[src/rtl/instr_fetch_pkg.sv]
// Shared constants and types for the instruction-fetch stage.
//   Nop            : canonical RV32I NOP (addi x0, x0, 0), presented to decode when empty
//   DefaultResetPc : default boot address
//   fetch_state_e  : fetch FSM states (StHalt only reachable with FETCH_MISALIGN_TRAP_EN)
package instr_fetch_pkg;

  localparam logic [31:0] Nop            = 32'h0000_0013;
  localparam logic [31:0] DefaultResetPc = 32'h0000_0000;

  typedef enum logic [1:0] {
    StBoot  = 2'd0,
    StFetch = 2'd1,
    StHalt  = 2'd2
  } fetch_state_e;

endpackage

[src/rtl/instr_fetch_fifo.sv]
// Prefetch FIFO for the fetch stage: synchronous, power-of-two depth, with flush.
// Ports:
//   clk, rst_n   : clock, asynchronous active-low reset
//   push, wdata  : write wdata at tail (caller guarantees not full, or full with pop)
//   pop          : advance head (caller guarantees not empty)
//   flush        : discard all entries; overrides push and pop
//   rdata        : head entry
//   full, empty  : occupancy flags
module instr_fetch_fifo #(
  parameter int unsigned Width = 64,
  parameter int unsigned Depth = 2
) (
  input  logic             clk,
  input  logic             rst_n,
  input  logic             push,
  input  logic             pop,
  input  logic             flush,
  input  logic [Width-1:0] wdata,
  output logic [Width-1:0] rdata,
  output logic             full,
  output logic             empty
);

  localparam int unsigned PtrW = $clog2(Depth);
  localparam logic [PtrW:0] FullCount = (PtrW + 1)'(Depth);

  logic [Width-1:0] mem_q [Depth];
  logic [PtrW-1:0]  head_q, tail_q;
  logic [PtrW:0]    count_q;

  always_ff @(posedge clk or negedge rst_n) begin
    if (!rst_n) begin
      head_q  <= '0;
      tail_q  <= '0;
      count_q <= '0;
    end else if (flush) begin
      head_q  <= '0;
      tail_q  <= '0;
      count_q <= '0;
    end else begin
      if (push) tail_q <= tail_q + PtrW'(1);
      if (pop)  head_q <= head_q + PtrW'(1);
      case ({push, pop})
        2'b10:   count_q <= count_q + (PtrW + 1)'(1);
        2'b01:   count_q <= count_q - (PtrW + 1)'(1);
        default: count_q <= count_q;
      endcase
    end
  end

  // Storage needs no reset: entries are only observed once count covers them.
  always_ff @(posedge clk) begin
    if (push && !flush) mem_q[tail_q] <= wdata;
  end

  assign rdata = mem_q[head_q];
  assign full  = (count_q == FullCount);
  assign empty = (count_q == '0);

endmodule

[src/rtl/instr_fetch.sv]
// Instruction-fetch stage: owns the PC, drives the instruction memory strobe/address,
// queues {pc, instr} in a prefetch FIFO and hands the head to decode over valid/ready.
// A redirect flushes the queue and reloads the PC.
// Optional feature macro: FETCH_MISALIGN_TRAP_EN (misaligned redirect halts fetch and
// raises a sticky o_misalign; without it the target is force-aligned).
// Ports:
//   clk, rst_n                 : clock, asynchronous active-low reset
//   o_imem_addr, o_imem_stb    : fetch request (address is the pc register)
//   i_imem_ack, i_imem_data    : memory response, data valid with ack
//   o_valid, i_ready           : FIFO head handshake to decode
//   o_instr, o_pc              : head entry (NOP / 0 when empty)
//   i_redirect, i_redirect_pc  : single-cycle redirect and target
//   o_misalign                 : misaligned-redirect trap flag (macro builds only)
module instr_fetch
  import instr_fetch_pkg::*;
#(
  parameter logic [31:0] RESET_PC   = DefaultResetPc,
  parameter int unsigned FIFO_DEPTH = 2
) (
  input  logic        clk,
  input  logic        rst_n,
  output logic [31:0] o_imem_addr,
  output logic        o_imem_stb,
  input  logic        i_imem_ack,
  input  logic [31:0] i_imem_data,
  output logic        o_valid,
  input  logic        i_ready,
  output logic [31:0] o_instr,
  output logic [31:0] o_pc,
`ifdef FETCH_MISALIGN_TRAP_EN
  output logic        o_misalign,
`endif
  input  logic        i_redirect,
  input  logic [31:0] i_redirect_pc
);

  fetch_state_e state_q, state_d;
  logic [31:0]  pc_q, pc_d;
  logic [31:0]  redirect_tgt;
  logic         fifo_full, fifo_empty;
  logic [63:0]  fifo_head;
  logic         pop, push;

`ifdef FETCH_MISALIGN_TRAP_EN
  logic misalign_q, misalign_d;
  logic redirect_bad;

  assign redirect_bad = (i_redirect_pc[1:0] != 2'b00);
  // The misaligned target is kept in pc so the trap handler can inspect it.
  assign redirect_tgt = i_redirect_pc;
  assign o_misalign   = misalign_q;
`else
  assign redirect_tgt = i_redirect_pc & 32'hFFFF_FFFC;
`endif

  assign o_valid    = !fifo_empty;
  assign pop        = o_valid && i_ready;
  // A full FIFO may still accept a word when decode drains the head this cycle.
  assign o_imem_stb = (state_q == StFetch) && !i_redirect && (!fifo_full || pop);
  assign push       = o_imem_stb && i_imem_ack && !i_redirect;

  always_comb begin
    state_d = state_q;
    pc_d    = pc_q;
`ifdef FETCH_MISALIGN_TRAP_EN
    misalign_d = misalign_q;
`endif

    if (i_redirect) begin
      pc_d = redirect_tgt;
    end else if (push) begin
      pc_d = pc_q + 32'd4;
    end

    case (state_q)
      StBoot:  state_d = StFetch;
      StFetch: state_d = StFetch;
      StHalt:  state_d = StHalt;
      default: state_d = StBoot;
    endcase

`ifdef FETCH_MISALIGN_TRAP_EN
    if (i_redirect) begin
      misalign_d = redirect_bad;
      state_d    = redirect_bad ? StHalt : StFetch;
    end
`endif
  end

  always_ff @(posedge clk or negedge rst_n) begin
    if (!rst_n) begin
      state_q <= StBoot;
      pc_q    <= RESET_PC;
    end else begin
      state_q <= state_d;
      pc_q    <= pc_d;
    end
  end

`ifdef FETCH_MISALIGN_TRAP_EN
  always_ff @(posedge clk or negedge rst_n) begin
    if (!rst_n) misalign_q <= 1'b0;
    else        misalign_q <= misalign_d;
  end
`endif

  instr_fetch_fifo #(
    .Width (64),
    .Depth (FIFO_DEPTH)
  ) u_fifo (
    .clk   (clk),
    .rst_n (rst_n),
    .push  (push),
    .pop   (pop),
    .flush (i_redirect),
    .wdata ({pc_q, i_imem_data}),
    .rdata (fifo_head),
    .full  (fifo_full),
    .empty (fifo_empty)
  );

  assign o_imem_addr = pc_q;
  assign o_instr     = fifo_empty ? Nop : fifo_head[31:0];
  assign o_pc        = fifo_empty ? 32'h0 : fifo_head[63:32];

endmodule

[config.mk]
export PLATFORM = sky130hd
export DESIGN_NAME = instr_fetch
export DESIGN_NICKNAME = d
export VERILOG_FILES = /design/src/rtl/instr_fetch_pkg.sv /design/src/rtl/instr_fetch_fifo.sv /design/src/rtl/instr_fetch.sv
export SDC_FILE = /design/constraint.sdc
export NUM_CORES = 1
export LEC_CHECK = 0
export CAP_MARGIN = 20
export CORE_MARGIN = 5
export CORE_UTILIZATION = 49
export DETAILED_ROUTE_END_ITERATION = 7
export PLACE_DENSITY = 0.87
export SYNTH_ARGS = -nofsm -noshare
export SYNTH_HDL_FRONTEND = slang
export SYNTH_SLANG_ARGS = --single-unit
[constraint.sdc]
create_clock -name clk -period 5.5 [get_ports clk]
set_clock_uncertainty 0.1 [all_clocks]
set_input_delay 0.825 -clock clk [delete_from_list [all_inputs] [get_ports clk]]
set_output_delay 0.825 -clock clk [all_outputs]
set_load 0.1 [all_outputs]
==> results.md <==
* Clock-pin slew on the worst setup and hold paths at 60 ps
* Number of H-tree levels at 4
* DRT antenna net count at 0
* Psw at 1.05 mW
* First-pass GRT wire length at 26,000 um
* Sequential Power Share at 0.450
* Synth top area share at 0.550
* Vias in the first global route at 4,783
* Layout area overhead at 34.9%
* CTS tree: built
* Cts hold-fix bufs at 0
* Rel. slew slack at 0.257
* Worst-path maximum fanout at 63
* Synth area leader: edfxtp_1
* Global placer's final weighted congestion at 0.828
* GRT overflow at 0
* Sink Count at 160
* GR Util All Layers at 0.208
* # diodes at 0
* Nets at 738
* HP Class: flip-flop to flip-flop
* FF-to-FF Start: u_fifo.count_q[1]$_DFFE_PN0P_
* Pins Over Slew Limit at 0
* R2r endpoint: u_fifo.mem_q[1][19]$_DFFE_PP_
* Top-level port count at 167
* Status: completed
* Post-synth EDFFs at 124
* Reg2Reg Depth at 4
* Clock Power Share at 0.343
* Share of layout cells above drive strength 1 at 0.0778
* Port-buffer cells at 160
* Ys async rst share at 0.225
* Sequential fraction of the synthesis area at 0.684
* Drt pass-1 iters at 5
* Crit Path Category: flip-flop to primary output
* Worst slew pin tran at 1110 ps
* DIE AREA at 0.0163 mm2
* F_max at 243 MHz
* Wire per inst at 19.4 um
* Post_cts resized at 0
* Row count at 43
* Filler cells at 985
* PD cells at 354 mW/mm2
* Worst Path Arrival at 3190 ps
* Hold Crit Start: state_q[0]$_DFF_PN0_
* Vias at 4,813
* WHS Endpoint: state_q[1]$_DFF_PN0_
* Setup crit start kind: flip-flop
* DIE WIDTH at 128 um
* Switching fraction of total power at 0.325
* CTS Root Cell: clkbuf_16
* Final wirelength at 16,700 um
* Leak at 3.11 nW
* Initial core utilization at 0.493
* Area taken by multi-input logic gates at 0.00202 mm2
* Register bit total from synthesis at 160
* Utilization after layout at 0.665
* Final Critical Period at 4120 ps
* Cell variety after synth at 45
* Setup violators final at 0
* MaxCap Viol Count at 0
* Top cells by area, synth: edfxtp_1 (55%), dfrtp_1 (13%), mux2i_1 (9.5%), nor2_1 (4.2%), nand2_1 (2.6%)
* Hold Path Cell Cnt at 1
* Via density at 5.59
* Largest net degree at the start of global routing at 64
* Dpl hpwl at 11,000 um
* Synth Instances at 507
* Synth Flop Type: edfxtp_1
* Antenna violations before repair at 1
* Period utilisation layout at 0.749
* Clk_lat worst skew at 420 ps
* Mapped Area at 0.00677 mm2
* Final TNS setup at 0 ps
* Chip Height at 128 um
* Crit end category: primary output
* Clk buf depth at 2
* Syn avg cell area at 13.3 um2
* R2R setup slack at 2550 ps
* Synth Warn # at 0
* Floorplan core area at 0.0137 mm2
* CP Data Required Time at 4580 ps
* Register area at 0.00463 mm2
* Internal at 2.18 mW
* Peak VDD IR at 0.000198 V
* Setup bufs post-CTS at 0
* Comb power frac at 0.207
* Final hold violations at 0
* Num CTS Buffers at 17
* Remaining DRCs at 0
* RSZ-0062 raised after global routing: false
* 1st-iter DRT viols at 397
[cell usage after synthesis (3+ instances only)]
cell	count
buf_1	3
nand3_1	12
nor2_1	76
inv_1	6
nand2_1	46
clkbuf_1	20
buf_4	4
dfrtp_1	36
o311ai_0	5
nand4_1	13
a41oi_1	3
nand3b_1	4
or4_1	3
mux2i_1	64
xor2_1	6
o21ai_0	23
a21oi_1	7
edfxtp_1	124
o211ai_1	9
and3_1	6
[power by group through the flow]
stage,combinational [mW],sequential (mW),clock (mW)
global placement,0.658,1.47,0
finish,0.670,1.45,1.11
detailed placement,0.669,1.48,0
floorplan,0.324,1.61,0
global route,0.697,1.46,1.18
CTS,0.672,1.45,1.13
[how the worst max path moves through the flow]
| stage | from | cells after the start | slack (ps) | to |
|---|---|---|---|---|
| after floorplan | i_redirect | 2 | 400 | o_imem_stb |
| after global placement | i_ready | 4 | 1650 | o_imem_stb |
| after detailed placement | i_ready | 4 | 1670 | o_imem_stb |
| after CTS | u_fifo.head_q$_DFFE_PN0P_ | 3 | 1340 | o_pc[3] |
| after global routing | u_fifo.head_q$_DFFE_PN0P_ | 3 | 1270 | o_pc[8] |
| final | u_fifo.head_q$_DFFE_PN0P_ | 3 | 1380 | o_pc[8] |
[cell type report]
cell class,count,share of cell area
repair buffers,168,0.183
clock buffers,17,0.0466
flip-flops and latches,160,0.507
clock inverters,15,0.0148
inverters,6,0.00247
well taps,180,0.0247
multi-input cells,315,0.221
[worst max-delay path, cell delays in order (launching register included)]
cell and delay (ps):
dfrtp_4 1120, mux2i_1 230, nor2_1 180, clkdlybuf4s50_1 1150
[state kept, by name, summed over array words and instances, names as in the netlist]
signal          cells
u_fifo.mem_q      124
o_imem_addr        30
state_q             2
u_fifo.count_q      2
u_fifo.head_q       1
u_fifo.tail_q       1
[metal layers]
layer	vias to the layer above	wire, um	track usage
li1	2206	-	-
met1	2364	6840	0.270
met2	220	8410	0.342
met3	21	1240	0.0606
met4	2	218	0.0631
met5	-	13	0
[stage by stage]
| stage | std cells | instance area [um2] | setup WS, ps | hold WS, ps | power [mW] |
|---|---|---|---|---|---|
| floorplan | 510 | 6780 | 398 | 310 | 1.94 |
| global placement | 828 | 8550 | 1650 | 325 | 2.13 |
| detailed placement | 828 | 8550 | 1670 | 348 | 2.15 |
| CTS | 860 | 9110 | 1340 | 352 | 3.25 |
| global route | 861 | 9120 | 1270 | 380 | 3.34 |
| finish | 861 | 9120 | 1380 | 346 | 3.23 |
[layout by cell type, fill, tap and decap left out, drive strengths merged, types with 2 or more instances in the layout]
cell,n
nand4,14
nor2,77
nor3,3
o311ai,7
inv,10
o211ai,9
nand2,46
xor2,6
o21ai,23
a31oi,2
clkinvlp,5
a32oi,2
a41oi,3
or4,3
clkdlybuf4s50,158
a221o,2
nand3b,4
and3,6
clkbuf,17
nand2b,2
buf,10
dfrtp,36
nor2b,2
a21oi,7
mux2i,64
nand3,12
conb,4
nor4,2
and2,2
clkinv,5
o31a,2
or3,2
edfxtp,124
[cells by family after synthesis]
logic type,after synthesis,share of synthesized area
buffers and inverters,35,0.0220
AO/OA/AOI/OAI,59,0.0573
flip-flops,160,0.684
AND/OR/NAND/NOR,179,0.129
multiplexers,65,0.0964
XOR/XNOR,7,0.00906
adder cells (fa/ha/maj),1,0.00185
other,1,0.000554
No activity file was read; power rests on OpenSTA's default activity.
